File: src/rtl/ahb_cmd_master.sv
// ahb_cmd_master: AHB-Lite initiator turning a valid/ready command stream into single NONSEQ beats.
// Optional build macro AHB_MST_ALIGN_CHK_EN: misaligned/oversized commands complete locally with error.
`default_nettype none

module ahb_cmd_master #(
  parameter int          ADDR_W    = 32,
  parameter int          DATA_W    = 128,
  parameter logic [3:0]  HPROT_VAL = 4'b0011
) (
  input  logic              pll_core_cpuclk,
  input  logic              pad_cpu_rst_b,
  input  logic              cmd_vld,
  output logic              cmd_rdy,
  input  logic [ADDR_W-1:0] cmd_addr,
  input  logic              cmd_write,
  input  logic [2:0]        cmd_size,
  input  logic [DATA_W-1:0] cmd_wdata,
  output logic              rsp_vld,
  output logic              rsp_err,
  output logic [DATA_W-1:0] rsp_rdata,
  output logic [ADDR_W-1:0] haddr,
  output logic [1:0]        htrans,
  output logic              hwrite,
  output logic [2:0]        hsize,
  output logic [2:0]        hburst,
  output logic [3:0]        hprot,
  output logic              hmastlock,
  output logic [DATA_W-1:0] hwdata,
  input  logic [DATA_W-1:0] hrdata,
  input  logic              hready,
  input  logic [1:0]        hresp
);

  localparam logic [1:0] c_IDLE   = 2'b00;
  localparam logic [1:0] c_NONSEQ = 2'b10;

  logic              r_ap_vld;
  logic [ADDR_W-1:0] r_ap_addr;
  logic              r_ap_write;
  logic [2:0]        r_ap_size;
  logic [DATA_W-1:0] r_ap_wdata;
  logic              r_ap_lerr;

  logic              r_dp_vld;
  logic              r_dp_write;
  logic [DATA_W-1:0] r_dp_wdata;
  logic              r_dp_lerr;

  logic              r_err2;

  logic              r_rsp_vld;
  logic              r_rsp_err;
  logic [DATA_W-1:0] r_rsp_rdata;

  logic w_cmd_lerr;
  logic w_cancel;
  logic w_ap_adv;
  logic w_dp_end;
  logic w_accept;
  logic w_hresp_err;

`ifdef AHB_MST_ALIGN_CHK_EN
  localparam logic [2:0] c_MAX_SIZE = 3'($clog2(DATA_W/8));
  logic [6:0] w_lane_mask;
  assign w_lane_mask = (7'd1 << cmd_size) - 7'd1;
  assign w_cmd_lerr  = (cmd_size > c_MAX_SIZE) | (|(cmd_addr[6:0] & w_lane_mask));
`else
  assign w_cmd_lerr  = 1'b0;
`endif

  assign w_hresp_err = (hresp != 2'b00);
  // Local-error slots never reached the bus, so hresp cannot belong to them.
  assign w_cancel    = r_dp_vld & !r_dp_lerr & !hready & w_hresp_err;
  // While the second ERROR cycle is pending the bus shows IDLE, so the address phase cannot end.
  assign w_ap_adv    = r_ap_vld & !r_err2 & hready;
  assign w_dp_end    = r_dp_vld & hready;
  assign cmd_rdy     = !r_ap_vld | w_ap_adv;
  assign w_accept    = cmd_vld & cmd_rdy;

  always_ff @(posedge pll_core_cpuclk or negedge pad_cpu_rst_b) begin
    if (!pad_cpu_rst_b) begin
      r_ap_vld    <= 1'b0;
      r_ap_addr   <= '0;
      r_ap_write  <= 1'b0;
      r_ap_size   <= 3'b000;
      r_ap_wdata  <= '0;
      r_ap_lerr   <= 1'b0;
      r_dp_vld    <= 1'b0;
      r_dp_write  <= 1'b0;
      r_dp_wdata  <= '0;
      r_dp_lerr   <= 1'b0;
      r_err2      <= 1'b0;
      r_rsp_vld   <= 1'b0;
      r_rsp_err   <= 1'b0;
      r_rsp_rdata <= '0;
    end else begin
      if (w_accept) begin
        r_ap_vld   <= 1'b1;
        r_ap_addr  <= cmd_addr;
        r_ap_write <= cmd_write;
        r_ap_size  <= cmd_size;
        r_ap_wdata <= cmd_wdata;
        r_ap_lerr  <= w_cmd_lerr;
      end else if (w_ap_adv) begin
        r_ap_vld   <= 1'b0;
      end

      if (w_ap_adv) begin
        r_dp_vld   <= 1'b1;
        r_dp_write <= r_ap_write;
        r_dp_wdata <= r_ap_wdata;
        r_dp_lerr  <= r_ap_lerr;
      end else if (w_dp_end) begin
        r_dp_vld   <= 1'b0;
      end

      r_err2    <= w_cancel;
      r_rsp_vld <= w_dp_end;
      if (w_dp_end) begin
        r_rsp_err   <= r_dp_lerr | w_hresp_err;
        r_rsp_rdata <= (!r_dp_write && !r_dp_lerr && !w_hresp_err) ? hrdata : '0;
      end
    end
  end

  assign htrans    = (r_ap_vld && !r_err2 && !r_ap_lerr) ? c_NONSEQ : c_IDLE;
  assign haddr     = r_ap_addr;
  assign hwrite    = r_ap_write;
  assign hsize     = r_ap_size;
  assign hburst    = 3'b000;
  assign hprot     = HPROT_VAL;
  assign hmastlock = 1'b0;
  assign hwdata    = r_dp_wdata;
  assign rsp_vld   = r_rsp_vld;
  assign rsp_err   = r_rsp_err;
  assign rsp_rdata = r_rsp_rdata;

endmodule

`default_nettype wire

File: config.mk
export PLATFORM = sky130hd
export DESIGN_NAME = ahb_cmd_master
export DESIGN_NICKNAME = d
export VERILOG_FILES = /design/src/rtl/ahb_cmd_master.sv
export SDC_FILE = /design/constraint.sdc
export NUM_CORES = 1
export LEC_CHECK = 0
export BUFFER_PORTS_ARGS = -buffer_cell sky130_fd_sc_hd__buf_2
export CELL_PAD_IN_SITES_DETAIL_PLACEMENT = 2
export CELL_PAD_IN_SITES_GLOBAL_PLACEMENT = 2
export CORE_ASPECT_RATIO = 2
export CORE_MARGIN = 2
export CORE_UTILIZATION = 28
export DETAILED_ROUTE_END_ITERATION = 8
export PLACE_DENSITY_LB_ADDON = 0.1
export SYNTH_ARGS = -nofsm -noshare
export SYNTH_HDL_FRONTEND = slang
export SYNTH_SLANG_ARGS = --single-unit
File: constraint.sdc
create_clock -name pll_core_cpuclk -period 1.8 [get_ports pll_core_cpuclk]
set_clock_uncertainty 0.15 [all_clocks]
set_input_delay 0.36 -clock pll_core_cpuclk [delete_from_list [all_inputs] [get_ports pll_core_cpuclk]]
set_output_delay 0.36 -clock pll_core_cpuclk [all_outputs]
set_load 0.02 [all_outputs]
; Word level (Yosys, flattened, before mapping)
; Index checks and enable logic that the tools add are counted.
[totals]
register_bits = 426
in_bits = 298
output_inout_bits = 305
elab_cells = 35
[op_classes]
bitwise = 7
n_reduce_logical = 10
muxes = 6
[ops]
columns = operator, count
row1 = 128-bit 2-to-1 mux, 1
row2 = 1-bit AND, 6
row3 = 2-bit nonzero test, 3
row4 = 1-bit logical NOT, 5
row5 = 1-bit 2-to-1 mux, 4
row6 = 1-bit logical AND, 2
row7 = 2-bit 2-to-1 mux, 1
row8 = 1-bit OR, 1

; Depth between registers and ports, before layout
[depth]
ltp_word = 6
ltp_mapped = 6
mapped_depth_nobuf = 4

; Worst setup path after synthesis
; No wires, ideal clock.
[synth_path]
path_type = register -> register
start = reg r_err2
end = reg r_ap_addr[0], in the netlist haddr[0]
setup_ns = 0.127
t_arrival_ns = 1.430
synth_period_minus_slack_ns = 1.708
required_ns = 1.523
path_buffers = 2
path_slack_ns = 0.092
path_stages_with_launch = 6
cell_sequence = dfrtp_1 -> nand3b_1 -> a21boi_1 -> buf_4 -> buf_6 -> mux2_1
[synth_via]
elab_chain_cells = 5
[synth_lines]
columns = item, line
row1 = "start, declared", 49  ; logic r_err2;
row2 = "start signal, assigned", 117  ; r_err2 <= w_cancel;
row3 = 1-bit logical NOT, 75  ; assign w_ap_adv = r_ap_vld & !r_err2 & hready;
row4 = 1-bit AND (2 in a row), 75
row5 = 1-bit OR, 77  ; assign cmd_rdy = !r_ap_vld | w_ap_adv;
row6 = 1-bit AND, 78  ; assign w_accept = cmd_vld & cmd_rdy;
row7 = "end signal, assigned", 99  ; r_ap_addr <= cmd_addr;
row8 = "end, declared", 38  ; logic [ADDR_W-1:0] r_ap_addr;
; Every way passes these cells.
; A chain may end at the register's enable or synchronous reset.

; Worst setup path in the final report
[layout_path]
start = reg r_err2
end = out cmd_rdy
[layout_via]
elab_chain_cells = 4
[layout_lines]
columns = item, line
row1 = 1-bit logical NOT, 75
row2 = 1-bit AND (2 in a row), 75
row3 = 1-bit OR, 77
row4 = "end, declared", 13  ; output logic cmd_rdy,
; Every way passes these cells.

==> flow_summary.yaml <==
run_status:
  status: "finished with violations"
  violations: "negative setup slack"
power_and_ir_drop:
  p_sw_w: 0.0112
  swShare_pct: 34.1
  p_int_w: 0.0216
  p_comb_share_pct: 31.8
  p_clk_share_pct: 27.1
  vdd_drop_max_v: 0.000592
  seqPwrFrac_pct: 41.1
  p_per_area_mw_per_mm2: 1240
  power_leakage_nw: 13.5
setup_path:
  cpPeakStageDelay_ps: 380
  crit_type: "reg -> out"
  r2r-start: "r_err2$_DFF_PN0_"
  arrival_ps: 1670
  cp-start-kind: "register"
  cp_top_family: "buffers and inverters"
  endpoint_kind: "primary output"
  startpoint: "r_err2$_DFF_PN0_"
  cp_max_fo: 2
  crit_top_cell: "buf_6"
  worst_path_max_delay_cell: "dfrtp_1"
  required_ps: 1290
  path_depth: 5
  reg2reg_depth: 8
  crit_buf_inv: 3
  path_cells: "nand3b_1, buf_6, buf_12, nand2_4, buf_6"
min_path:
  whs_path_depth: 3
  min_path_type: "in -> reg"
  hold_start: "hrdata[74]"
routing:
  route.vias.total: 13500
  drtAntennaViolNets: 0
  drc: 0
  wl_per_cell_um: 24.0
  avgViaCountPerCell: 4.55
  totalWireLength_mm: 71.2
  first_iter_violations: 518
  first_pass_iters: 4
timing:
  period_needed_ps: 2180
  report.final.slew_viol_count: 0
  rsz0062_at_grt: "yes"
  setup_viol: 270
  fmaxAchievable_ghz: 0.460
  finalCritPeriodShare_pct: 121
  setup_slack_ps: -376
  hold_violations: 0
clock_network:
  insertion_delay_ps: 570
  htreeDepth: 2
  cts_root_buf: "clkbuf_16"
  path_clk_slew_ps: 70
  cts_buffer_depth: 3
  cts_tree: "yes"
  cts_num_sinks: 426
  cts-buffers-inserted: 42
yosys:
  seq_area_frac_synth_pct: 66.2
  synth_warnings: 0
  synth.distinct_cells: 19
  yosysTopAreaCellShare_pct: 66.2
  syn_inst: 1202
  synth_area_sq_mm: 0.0161
  synth_seq_cells: 426
  synth.avg_cell_area_sq_um: 13.4
  synth_area_leaders: "dfrtp_1, mux2_2, nand2_1, mux2_1, nand3_1"
  synth_top_area_cell: "dfrtp_1"
placed_design:
  place_congestion: 0.768
  port-buffer-count: 593
  dp.cells: 2546
  place_ws_ps: -107
  dp_hpwl_mm: 43.3
grt:
  grt_use_met1_pct: 23.9
  grt_pass1_wl_mm: 101
  grtUsageMet2_pct: 41.2
  grt_pass1_vias: 15800
  grt_max_degree: 53
  grt.total_usage_pct: 22.2
  use_met3_pct: 6.54
  antenna_found_initial: 6
  grt-busiest-layer: "met2"
  overflow: 0
final_layout:
  area_growth_pct: 64.8
  drive_gt1_share_pct: 48.6
  nNetsFinal: 2479
  fill_cells: 5760
  final_util_pct: 46.6
  stdcell_count: 2970
  register_area_sq_mm: 0.0107
  multi_input_area_sq_mm: 0.00566
floorplan:
  dieArea_sq_mm: 0.0595
  fp.dieW_um: 174
  row_count: 124
  die_y_um: 343
  core_sq_mm: 0.0569
  initial_core_util_pct: 28.3
  ios: 603
job:
  drv_cap: 0
[sequential cells by signal, summed over array words and instances (netlist names)]
register and cells:
haddr 32, r_dp_vld 1, hsize 3, r_dp_write 1, r_err2 1, r_ap_vld 1
rsp_rdata 128, rsp_vld 1, rsp_err 1, hwrite 1, hwdata 128, r_ap_wdata 128
[worst paths after layout]
check                                              to  slack (ps)
hold reg to reg             rsp_rdata[96]$_DFFE_PN0P_         310
min in group asynchronous   rsp_rdata[88]$_DFFE_PN0P_         160
hold / removal              rsp_rdata[74]$_DFFE_PN0P_          30
setup / recovery                              cmd_rdy        -380
max in group asynchronous  r_ap_wdata[54]$_DFFE_PN0P_         650
setup reg to reg                 haddr[9]$_DFFE_PN0P_        -310
[layout by cell type (no fill, tap or decap), types with 35 or more instances in the layout]
cell type      Yosys  final
dlygate4sd3_1      0    293
buf_12             0     45
buf_2             14    590
nand2_1          260    258
mux2_4             0    164
dfrtp_1          426    426
buf_4             21     35
nand3_1          128    128
clkbuf_16          0     54
mux2_2           223    128
[kinds of logic after synthesis]
family | share of synthesized area (%)
multiplexers | 20.5
other | 0.0467
AND/OR/NAND/NOR | 10.3
AO/OA/AOI/OAI | 0.0777
buffers and inverters | 2.84
flip-flops | 66.2
[worst min-delay path: stages]
cell and delay (ps):
buf_2 100, nand3_1 160, nand2_1 80
[final cells by class]
| class | count | area share (%) |
|---|---|---|
| tap | 756 | 3.57 |
| sequential | 426 | 40.2 |
| clock buffer | 66 | 4.68 |
| inverter | 1 | 0.0236 |
| antenna | 4 | 0.0377 |
| clock inverter | 7 | 0.311 |
| timing repair buffer | 1011 | 29.8 |
| multi-input combinational | 699 | 21.3 |
[synthesized netlist by cell type]
library cell / number
nand2_1: 260
inv_1: 1
mux2_1: 70
buf_6: 6
dfrtp_1: 426
nor2b_1: 1
conb_1: 2
nand3_1: 128
nand3b_1: 1
nor3_1: 1
buf_4: 21
clkbuf_1: 33
buf_1: 9
o21ai_0: 1
nand2b_1: 2
mux2_2: 223
buf_2: 14
nor2_1: 2
a21boi_1: 1
[power groups by stage]
| stage | registers (W) | clock network, W | logic, W |
|---|---|---|---|
| 6_report | 0.0135 | 0.00889 | 0.0105 |
| 5_1_grt | 0.0137 | 0.00947 | 0.0111 |
| 4_1_cts | 0.0133 | 0.00906 | 0.0101 |
| 3_5_place_dp | 0.0134 | 0 | 0.00843 |
| 3_3_place_gp | 0.0132 | 0 | 0.00820 |
| 2_1_floorplan | 0.0151 | 0 | 0.00262 |
[per-layer routing]
metal	up-vias	wire, um
met5	-	27
met4	4	2210
met3	94	5350
met2	541	38000
met1	6897	25600
li1	5987	-
[metrics by stage]
step                hold WS (ps)  setup TNS, ps  power, W  cell area, sq um
floorplan                  -85.6              0    0.0177             16100
global placement             159          -5820    0.0214             20500
detailed placement           155         -10790    0.0218             20500
CTS                         6.47         -28990    0.0324             26100
global route                15.9         -63600    0.0343             26500
finish                      34.7         -48120    0.0328             26500
[what timing repair did]
item                                   in CTS  in global routing
endpoints found under the hold margin     697                  0
buffers inserted                           27                 13
gates cloned                               11                 15
hold buffers                              293                  0
pin swaps                                   2                  1
resized for setup                         201                 51
setup endpoints to repair                 151                345
No activity file was read; power rests on OpenSTA's default activity.
